### src/rtl/mem_byte_port.sv
// Byte/word request port for a byte-wide single-port RAM: splits 16-bit accesses into little-endian byte cycles.
// Latency (accept edge = cycle 0): byte wr 2, word wr 3, byte rd 3, word rd 5; req_ready only in IDLE, no pipelining.
module mem_byte_port #(
  parameter int ADDR_W = 6,
  parameter int DATA_W = 8
) (
  input  logic                  clk,
  input  logic                  rst_n,
  input  logic                  req_valid,
  output logic                  req_ready,
  input  logic                  req_write,
  input  logic                  req_word,
  input  logic [ADDR_W-1:0]     req_addr,
  input  logic [2*DATA_W-1:0]   req_wdata,
  output logic                  rsp_valid,
  output logic [2*DATA_W-1:0]   rsp_rdata,
  output logic [DATA_W-1:0]     ram_data,
  output logic [ADDR_W-1:0]     ram_addr,
  output logic                  ram_we,
  input  logic [DATA_W-1:0]     ram_q
);

  typedef enum logic [2:0] {
    IDLE, WR_LO, WR_HI, RD_LO_A, RD_LO_C, RD_HI_A, RD_HI_C, DONE
  } state_t;

  state_t                state_q, state_d;
  logic [ADDR_W-1:0]     addr_q, addr_d;
  logic [DATA_W-1:0]     whi_q, whi_d;
  logic                  word_q, word_d;
  logic [2*DATA_W-1:0]   rdata_q, rdata_d;
  logic [DATA_W-1:0]     ram_data_q, ram_data_d;
  logic [ADDR_W-1:0]     ram_addr_q, ram_addr_d;
  logic                  ram_we_q, ram_we_d;
  logic [ADDR_W-1:0]     addr_inc;

  // Wraps modulo 2^ADDR_W, so a word at the top address pairs with byte 0.
  assign addr_inc = addr_q + ADDR_W'(1);

  // RAM pins are loaded on the edge that enters each state so they are flop outputs during it.
  always_comb begin
    state_d    = state_q;
    addr_d     = addr_q;
    whi_d      = whi_q;
    word_d     = word_q;
    rdata_d    = rdata_q;
    ram_data_d = ram_data_q;
    ram_addr_d = ram_addr_q;
    ram_we_d   = 1'b0;
    case (state_q)
      IDLE: begin
        if (req_valid) begin
          addr_d     = req_addr;
          whi_d      = req_wdata[2*DATA_W-1:DATA_W];
          word_d     = req_word;
          ram_addr_d = req_addr;
          if (req_write) begin
            ram_data_d = req_wdata[DATA_W-1:0];
            ram_we_d   = 1'b1;
            state_d    = WR_LO;
          end else begin
            state_d    = RD_LO_A;
          end
        end
      end
      WR_LO: begin
        if (word_q) begin
          ram_addr_d = addr_inc;
          ram_data_d = whi_q;
          ram_we_d   = 1'b1;
          state_d    = WR_HI;
        end else begin
          state_d    = DONE;
        end
      end
      WR_HI:   state_d = DONE;
      RD_LO_A: state_d = RD_LO_C;
      RD_LO_C: begin
        rdata_d[DATA_W-1:0] = ram_q;
        if (word_q) begin
          ram_addr_d = addr_inc;
          state_d    = RD_HI_A;
        end else begin
          rdata_d[2*DATA_W-1:DATA_W] = '0;
          state_d    = DONE;
        end
      end
      RD_HI_A: state_d = RD_HI_C;
      RD_HI_C: begin
        rdata_d[2*DATA_W-1:DATA_W] = ram_q;
        state_d = DONE;
      end
      DONE:    state_d = IDLE;
      default: state_d = IDLE;
    endcase
  end

  always_ff @(posedge clk or negedge rst_n) begin
    if (!rst_n) begin
      state_q    <= IDLE;
      addr_q     <= '0;
      whi_q      <= '0;
      word_q     <= 1'b0;
      rdata_q    <= '0;
      ram_data_q <= '0;
      ram_addr_q <= '0;
      ram_we_q   <= 1'b0;
    end else begin
      state_q    <= state_d;
      addr_q     <= addr_d;
      whi_q      <= whi_d;
      word_q     <= word_d;
      rdata_q    <= rdata_d;
      ram_data_q <= ram_data_d;
      ram_addr_q <= ram_addr_d;
      ram_we_q   <= ram_we_d;
    end
  end

  assign req_ready = (state_q == IDLE);
  assign rsp_valid = (state_q == DONE);
  assign rsp_rdata = rdata_q;
  assign ram_data  = ram_data_q;
  assign ram_addr  = ram_addr_q;
  assign ram_we    = ram_we_q;

endmodule

### config.mk
export PLATFORM = sky130hd
export DESIGN_NAME = mem_byte_port
export DESIGN_NICKNAME = d
export VERILOG_FILES = /design/src/rtl/mem_byte_port.sv
export SDC_FILE = /design/constraint.sdc
export NUM_CORES = 1
export LEC_CHECK = 0
export ABC_CLOCK_PERIOD_IN_PS = 4000
export CAP_MARGIN = 20
export CORE_MARGIN = 2
export CORE_UTILIZATION = 50
export CTS_CLUSTER_SIZE = 40
export DETAILED_ROUTE_END_ITERATION = 16
export PLACE_DENSITY = 0.81
export SYNTH_ARGS = -nofsm -noshare
export SYNTH_HDL_FRONTEND = slang
export SYNTH_SLANG_ARGS = --single-unit
### constraint.sdc
create_clock -name clk -period 4 [get_ports clk]
set_input_delay 1.2 -clock clk [delete_from_list [all_inputs] [get_ports clk]]
set_output_delay 1.2 -clock clk [all_outputs]
set_load 0.02 [all_outputs]
==> results of run 1 <==
-- logic make-up after synthesis --
group	Yosys count	synth area share [%]
compound gates	33	9.69
xor+xnor	5	2.00
fa+ha+maj	1	0.570
buf+inv	12	3.65
flops	49	55.9
mux	37	19.7
simple gates	33	8.55
-- sequential cells by signal, summed over array words and instances (netlist names) --
signal	count
rsp_rdata	16
ram_data	8
whi_q	8
addr_q	6
ram_addr	6
state_q	3
ram_we	1
word_q	1
-- stage by stage --
stage	power [mW]	setup WS (ps)	util, %	instance area, µm²
2_1_floorplan	1.61	1700	-	2190
3_3_place_gp	2.01	1220	66.6	2860
3_5_place_dp	2.04	1060	66.6	2860
4_1_cts	2.40	885	69.3	2980
5_1_grt	2.54	770	69.8	3000
6_report	2.39	886	69.8	3000
-- layer usage --
layer  track usage, %  vias to the layer above  wire length (µm)
met5                0                        -                 0
met4             4.49                        0                44
met3             4.04                        6               207
met2             31.0                       52              2130
met1             26.9                      754              2080
li1                 -                      735                 -
-- final cells by class --
type | instances | area [µm²] | share of cell area [%]
clock buffers | 7 | 86.3 | 2.88
well taps | 52 | 65.1 | 2.17
multi-input cells | 109 | 888 | 29.6
clock inverters | 1 | 30.0 | 1.00
flip-flops and latches | 49 | 1230 | 40.9
inverters | 2 | 7.51 | 0.251
repair buffers | 69 | 693 | 23.1
-- critical path: cells and delay by family (launching register included) --
family,cells,cell delay [ps]
buffers and inverters,1,610
flip-flops,1,540
AND/OR/NAND/NOR,2,480
-- how the worst min path moves through the flow --
stage / start / to / slack (ps) / cells after the start
after floorplan: whi_q[4] / whi_q[4] / 480 / 1
after global placement: rsp_rdata[15] / rsp_rdata[15] / 480 / 1
after detailed placement: rsp_rdata[14] / rsp_rdata[14] / 490 / 1
after CTS: rsp_rdata[8] / rsp_rdata[8] / 510 / 1
after global routing: rsp_rdata[15] / rsp_rdata[15] / 520 / 1
final: rsp_rdata[8] / rsp_rdata[8] / 500 / 1
-- power by group --
group	switching (mW)	leakage, nW	internal, mW
clock	0.151	0.0585	0.204
sequential	0.196	0.592	0.731
combinational	0.501	0.596	0.602
total	0.849	1.25	1.54
-- Yosys cell counts, types with 2 or more instances --
| master | instances |
|---|---|
| nand3_1 | 3 |
| o21ai_0 | 9 |
| mux2_2 | 17 |
| dfrtp_1 | 49 |
| xnor2_1 | 4 |
| a21oi_1 | 10 |
| clkbuf_1 | 2 |
| mux2_4 | 8 |
| nand2_1 | 2 |
| and3_1 | 2 |
| nor2_1 | 14 |
| inv_1 | 2 |
| mux2i_1 | 12 |
| buf_6 | 2 |
| nand2b_1 | 2 |
| nand3b_1 | 3 |
| buf_2 | 4 |
| a22o_1 | 8 |
==> out/metrics.cfg, run 1 <==
[status]
status = finished clean

[critical_path]
worst-r2r-cell-count = 4
reg2reg_from = state_q[0]
critPathMaxFanout = 17
crit_type = reg2out
cp-endpoint = req_ready
worst_ep_arrival_time_ps = 1910
rrSetupSlack_ps = 1990
required_ps = 2800
critPathLaunch = state_q[1]
endpoint_kind = output port
crit_chain = or2_1, nor2_1, clkdlybuf4s50_1
start_kind = register
reg2reg_to = ram_addr[1]
slowest_delay_ps = 610
worst_path_max_delay_cell = clkdlybuf4s50_1

[die]
fp.coreArea_um2 = 4290
die_h_um = 70.3
io_pins = 68
initial_core_util_pct = 51.1
rows = 24
dieArea_um2 = 4940
die_w_um = 70.3

[timing]
min_period_ps = 3110
slew_headroom_pct = 50.7
final-max-slew-violation-count = 0
rsz0062_at_grt = no
setup_viol = 0
hold_viol_final = 0
fin_hold_ws_ps = 504
timing.setup.tns_ps = 0
worst_pin_slew_ps = 739
clock_skew_ps = 6.97
fmax_mhz = 321
timing.final.crit_share_pct = 77.9

[yosys]
synth_ff_type = dfrtp_1
syn_inst = 170
synth_edf_count = 0
synth_fp_nets = 206
synthDistinctLibCells = 35
async_reset_ff_share_pct = 100
synth_top_area_share_pct = 55.9
yosys.area.top_type = dfrtp_1
synth.ff_latch_count = 49
synth_area_per_cell_um2 = 12.9
synth_area_leaders = dfrtp_1 (56%), mux2_2 (8.7%), mux2i_1 (5.5%)
yosys_warnings = 0
netlist_area_um2 = 2190
synth-seq-area-share_pct = 55.9

[global_routing]
grt_max_degree = 50
overflow = 0
grt.total_usage_pct = 19.3
grt_pass1_wl_um = 7530
grt_pass1_vias = 1552
antenna_found_initial = 0

[place]
io_buffers = 67
dp_hpwl_um = 3280
dp.cells = 280
gp_congestion = 0.790

[route]
vias_per_cell = 5.35
drtPass1Iterations = 4
initialDrtViolationCount = 117
vias = 1547
drc_errors = 0
antenna_left = 0
wire_per_inst_um = 15.4
totalWireLength_um = 4460

[cells_and_area]
final_common_cell = clkdlybuf4s50_1
num_antenna_cells = 0
syn2layout_area_growth_pct = 36.5
final_cells = 289
final_cell_mix = clkdlybuf4s50_1 (66), dfrtp_1 (49), mux2_2 (17), nor2_1 (14), mux2i_1 (12)
drive_gt1_share_pct = 16.5
n_fill_cell = 337
final_nets = 272

[cts]
clk_path_buf_depth = 2
cts.htree.levels = 2
cts_hold_buf = 0
cts_setup_buffers = 0
path_clk_slew_ps = 80
cts_root_buf = clkbuf_8
cts_tree = yes
cts_resized = 0
cts_buffers = 5
worstSkewPairLatency_ps = 290
cts_sinks = 49

[power]
p_leak_nw = 1.25
ir_drop_uv = 401
p_per_area_nw_per_um2 = 796

[job]
drv_cap = 0

[worst_hold_path]
hold_path_class = reg2reg

No activity file was read; power rests on OpenSTA's default activity.
==> run 2, diff against run 1 <==
ABC_CLOCK_PERIOD_IN_PS = 3100   (was 4000)
CORE_UTILIZATION = 46   (was 50)
PLACE_DENSITY = 0.75   (was 0.81)
clock period = 3.1 ns   (was 4 ns; I/O delays follow)
==> run 2 against run 1 <==
Cell count up 1.7%. Hold slack got worse by 110 ps. Routed wire length grew 4.0%. Die area rose by 8.2%. Via count about the same. Sequential share of layout area down 0.46 points. Register-to-register slack got worse by 820 ps. Non-clock buffer count up 3. Largest power group unchanged. First-iteration DRC count is 49% lower.
==> out/metrics.cfg, run 2 (synthesis results as in run 1) <==
[status]
status = finished clean

[route]
vias = 1546  ; -0.065%
drc_errors = 0  ; unchanged
drtPass1Iterations = 6  ; +2
wire_per_inst_um = 15.8  ; +2.2%
antenna_left = 0  ; unchanged
vias_per_cell = 5.26  ; -1.8%
totalWireLength_um = 4640  ; +4.0%
initialDrtViolationCount = 60  ; -49%

[timing]
fin_hold_ws_ps = 399  ; -105 ps
rsz0062_at_grt = no
hold_viol_final = 0  ; unchanged
min_period_ps = 2850
fmax_mhz = 351
slew_headroom_pct = 52.2  ; +1.5 points
clock_skew_ps = 10.7  ; +3.72 ps
worst_pin_slew_ps = 718  ; -21.8 ps
final-max-slew-violation-count = 0  ; unchanged
setup_viol = 0  ; unchanged
timing.setup.tns_ps = 0  ; unchanged
timing.final.crit_share_pct = 91.9

[cts]
cts_resized = 0  ; unchanged
cts_root_buf = clkbuf_8
cts.htree.levels = 2  ; unchanged
clk_path_buf_depth = 2  ; unchanged
cts_sinks = 49  ; unchanged
worstSkewPairLatency_ps = 310  ; +20 ps
cts_buffers = 5  ; unchanged
cts_tree = yes
path_clk_slew_ps = 100  ; +20 ps
cts_hold_buf = 0  ; unchanged
cts_setup_buffers = 0  ; unchanged

[global_routing]
antenna_found_initial = 0  ; unchanged
grt_pass1_vias = 1505  ; -3.0%
grt.total_usage_pct = 18.8  ; -0.43 points
grt_max_degree = 27  ; -46%
grt_pass1_wl_um = 7580  ; +0.65%
overflow = 0  ; unchanged

[power]
p_per_area_nw_per_um2 = 1050  ; +32%
ir_drop_uv = 467  ; +17%
p_leak_nw = 1.27  ; +1.6%

[critical_path]
required_ps = 2170  ; -630 ps
rrSetupSlack_ps = 1170  ; -820 ps
reg2reg_from = state_q[2]
critPathMaxFanout = 11  ; -6
crit_type = reg2out
start_kind = register
worst_ep_arrival_time_ps = 1920  ; about the same
critPathLaunch = state_q[2]
endpoint_kind = output port

[worst_hold_path]
hold_path_class = in2async

[cells_and_area]
finalCoreUtilization_pct = 65.0  ; -4.8 points
final_nets = 275  ; +1.1%
final_common_cell = clkdlybuf4s50_1
drive_gt1_share_pct = 17.9  ; +1.5 points
num_antenna_cells = 0  ; unchanged
largest_register_ffs = 16  ; unchanged
final_cell_mix = clkdlybuf4s50_1 (66), dfrtp_1 (49), mux2_2 (17), nor2_1 (14), mux2i_1 (12)
syn2layout_area_growth_pct = 38.1

[place]
gp_congestion = 0.743  ; -5.9%
io_buffers = 67  ; unchanged
dp_hpwl_um = 3400  ; +3.7%

[die]
fp.coreArea_um2 = 4660  ; +8.5%
initial_core_util_pct = 47.1  ; -4.0 points
io_pins = 68  ; unchanged
rows = 25  ; +4.2%
dieArea_um2 = 5340  ; +8.2%
die_h_um = 73.1  ; +4.0%
die_w_um = 73.1  ; +4.0%

[job]
drv_cap = 0  ; unchanged

## run 2: changes by cell type in the layout (fill, tap and decap cells not counted)
cell       change
clkbuf_1       -1
inv_6          +1
clkbuf_8       -1
bufinv_16      +1
buf_12         -1
buf_4          +4
## run 2: power by group
part           switching (mW)  leakage [nW]  total [mW]  internal [mW]
registers               0.206         0.592        1.15          0.944
logic                   0.706         0.606        1.50          0.792
clock network           0.222        0.0687       0.547          0.325
## run 2: final cells by class
cell class                 count  area, µm²
timing repair buffer          72        703
clock buffer                   5       68.8
fill                         381       1630
clock inverter                 3       68.8
multi-input combinational    109        888
tap                           54       67.6
inverter                       2       7.51
sequential                    49       1230
## run 2: through the flow
step	area, µm²	total power, mW	setup slack, ps	cells
after floorplan	2190	2.07	1070	170
after global placement	2890	2.63	575	286
after detailed placement	2890	2.67	528	286
after CTS	3030	3.22	238	294
after global routing	3030	3.39	180	294
final	3030	3.20	252	294
## run 2: final timing paths
kind	to	depth (start not counted)
hold / removal	rsp_rdata[14]	1
setup reg to reg	whi_q[5]	4
min in group clk	rsp_rdata[12]	1
max in group asynchronous	ram_data[0]	2
hold reg to reg	rsp_rdata[12]	1
setup / recovery	req_ready	3
## run 2: critical path, cell delays in order, from the launching register on
cell	delay, ps
dfrtp_1	500
or2_1	370
nor2_1	120
clkdlybuf4s50_1	620
## run 2: layer usage
| metal | wire [µm] | track usage [%] | vias up |
|---|---|---|---|
| li1 | - | - | 744 |
| met1 | 2020 | 25.5 | 756 |
| met2 | 2350 | 29.0 | 41 |
| met3 | 218 | 5.11 | 5 |
| met4 | 58 | 6.79 | 0 |
| met5 | 0 | 0 | - |
==> run 3, diff against run 2 <==
CAP_MARGIN = default   (was 20)
==> results of run 3 <==
Final layout, timing and power as in run 2 (identical DEF).
==> RTL change (settings of run 2) <==
Re-encode `state_t` (8 states) as one-hot, 8 bits wide.
--- a/src/rtl/mem_byte_port.sv
+++ b/src/rtl/mem_byte_port.sv
@@ -22,4 +22,4 @@
 
-  typedef enum logic [2:0] {
-    IDLE, WR_LO, WR_HI, RD_LO_A, RD_LO_C, RD_HI_A, RD_HI_C, DONE
+  typedef enum logic [7:0] {
+    IDLE = 8'b00000001, WR_LO = 8'b00000010, WR_HI = 8'b00000100, RD_LO_A = 8'b00001000, RD_LO_C = 8'b00010000, RD_HI_A = 8'b00100000, RD_HI_C = 8'b01000000, DONE = 8'b10000000
   } state_t;
Function: same outputs for any inputs over 10 cycles, from zero or initial values and one cycle with rst_n low; not proved beyond that.
==> RTL change against run 2 <==
- setup slack worse by 0.094 ns
- sequential cell count up 5
- first-iteration DRC count shrank 18%
- hold slack gained 0.11 ns
- die area increased by 15%
- wire length is 12% higher
- synthesized cell count is 26% higher
- design area rose by 11%
- synthesized area rose by 16%
- fmax shrank 3.2%
- critical path depth did not move
- clock skew is 0.0040 ns lower
- power decreased by 1.9%
- critical endpoint unchanged
- highest routed layer unchanged
==> RTL change: results (changes against run 2) <==
synth_top_family_by_area: "simple AND/OR/NAND/NOR gates"  # was multiplexers
tightest_slew_ns: 0.711  # was 0.718 ns
pre_cts_ws_ns: 0.302  # was 0.528 ns
grt_first_pass_wirelength_um: 8620  # was 7580 µm
fin_skew_ns: 0.00667  # was 0.0107 ns
grt_pass1_vias: 1784  # was 1,505
outcome: "finished clean"  # unchanged
m1WireLength_um: 2240  # was 2020 µm
netlist_top_cells_count: "dfrtp_1, mux2_2, nor2_1, o21ai_0, nand2_1"  # was dfrtp_1, mux2_2, nor2_1, mux2i_1, a21oi_1
cts_resized: 1  # was 0
yosysUniqueCellTypes: 46  # was 35
wirelength_um: 5200  # was 4640 µm
avgViaCountPerCell: 5.16  # was 5.26
wl_met3_um: 230  # was 218 µm
crit_fanout: 7  # was 11
ys_seq_area_frac: 0.532  # was 0.559
track_usage: 0.181  # was 0.188
nNetsFinal: 321  # was 275
ys_top_cells_by_area: "dfrtp_1, mux2_2, mux2i_1"  # unchanged
peakVddDrop_mv: 0.454  # was 0.467 mV
first_iter_violations: 49  # was 60
worstPathArrival_ns: 2.01  # was 1.92 ns
use_met2: 0.309  # was 0.290
gp_congestion: 0.771  # was 0.743
synth_compound_area_frac: 0.112  # was 0.0969
wl_met2_um: 2700  # was 2350 µm
met3_usage: 0.0448  # was 0.0511
-- RTL change: cell count changes after synthesis, sizes merged, moves of 3 or more --
cell,change
nor4,+5
o21ai,+9
o221a,+3
dfrtp,+4
xor2,+3
a22o,-8
nor2,+5
nand2,+12
nand4b,+3
mux2i,-4
clkbuf,+3
-- RTL change: final cells by class --
type	count	area share
Clock buffer	6	0.0215
Clock inverter	1	0.00223
Inverter	2	0.00223
Multi-Input combinational cell	143	0.322
Sequential cell	54	0.401
Tap cell	72	0.0267
Timing Repair Buffer	79	0.224
-- RTL change: per-stage QoR --
stage / cells / cell area (µm²) / util / power, µW / hold WS [ns]
after floorplan: 214 / 2540 / - / 2140 / 0.470
after global placement: 347 / 3270 / 0.601 / 2720 / 0.487
after detailed placement: 347 / 3270 / 0.601 / 2770 / 0.493
after CTS: 354 / 3350 / 0.616 / 3140 / 0.515
after global routing: 357 / 3370 / 0.620 / 3350 / 0.523
final: 357 / 3370 / 0.620 / 3130 / 0.512
-- RTL change: path summary, 6_finish.rpt --
check	to	cells past startpoint	slack, ns	start
max reg2reg	rsp_rdata[12]	4	0.95	state_q[5]
max in group asynchronous	rsp_rdata[15]	2	2.14	rst_n
max	req_ready	3	0.16	state_q[7]
min reg2reg	whi_q[1]	1	0.51	whi_q[1]
min in group asynchronous	ram_addr[2]	2	0.60	rst_n
min	whi_q[1]	1	0.51	whi_q[1]
-- RTL change: power by group --
| part | switching [µW] | internal (µW) | leakage [µW] | total [µW] |
|---|---|---|---|---|
| Sequential | 230 | 1030 | 0.000626 | 1250 |
| Combinational | 707 | 805 | 0.000722 | 1510 |
| Clock | 211 | 155 | 0.0000373 | 367 |
| Total | 1150 | 1990 | 0.00139 | 3130 |
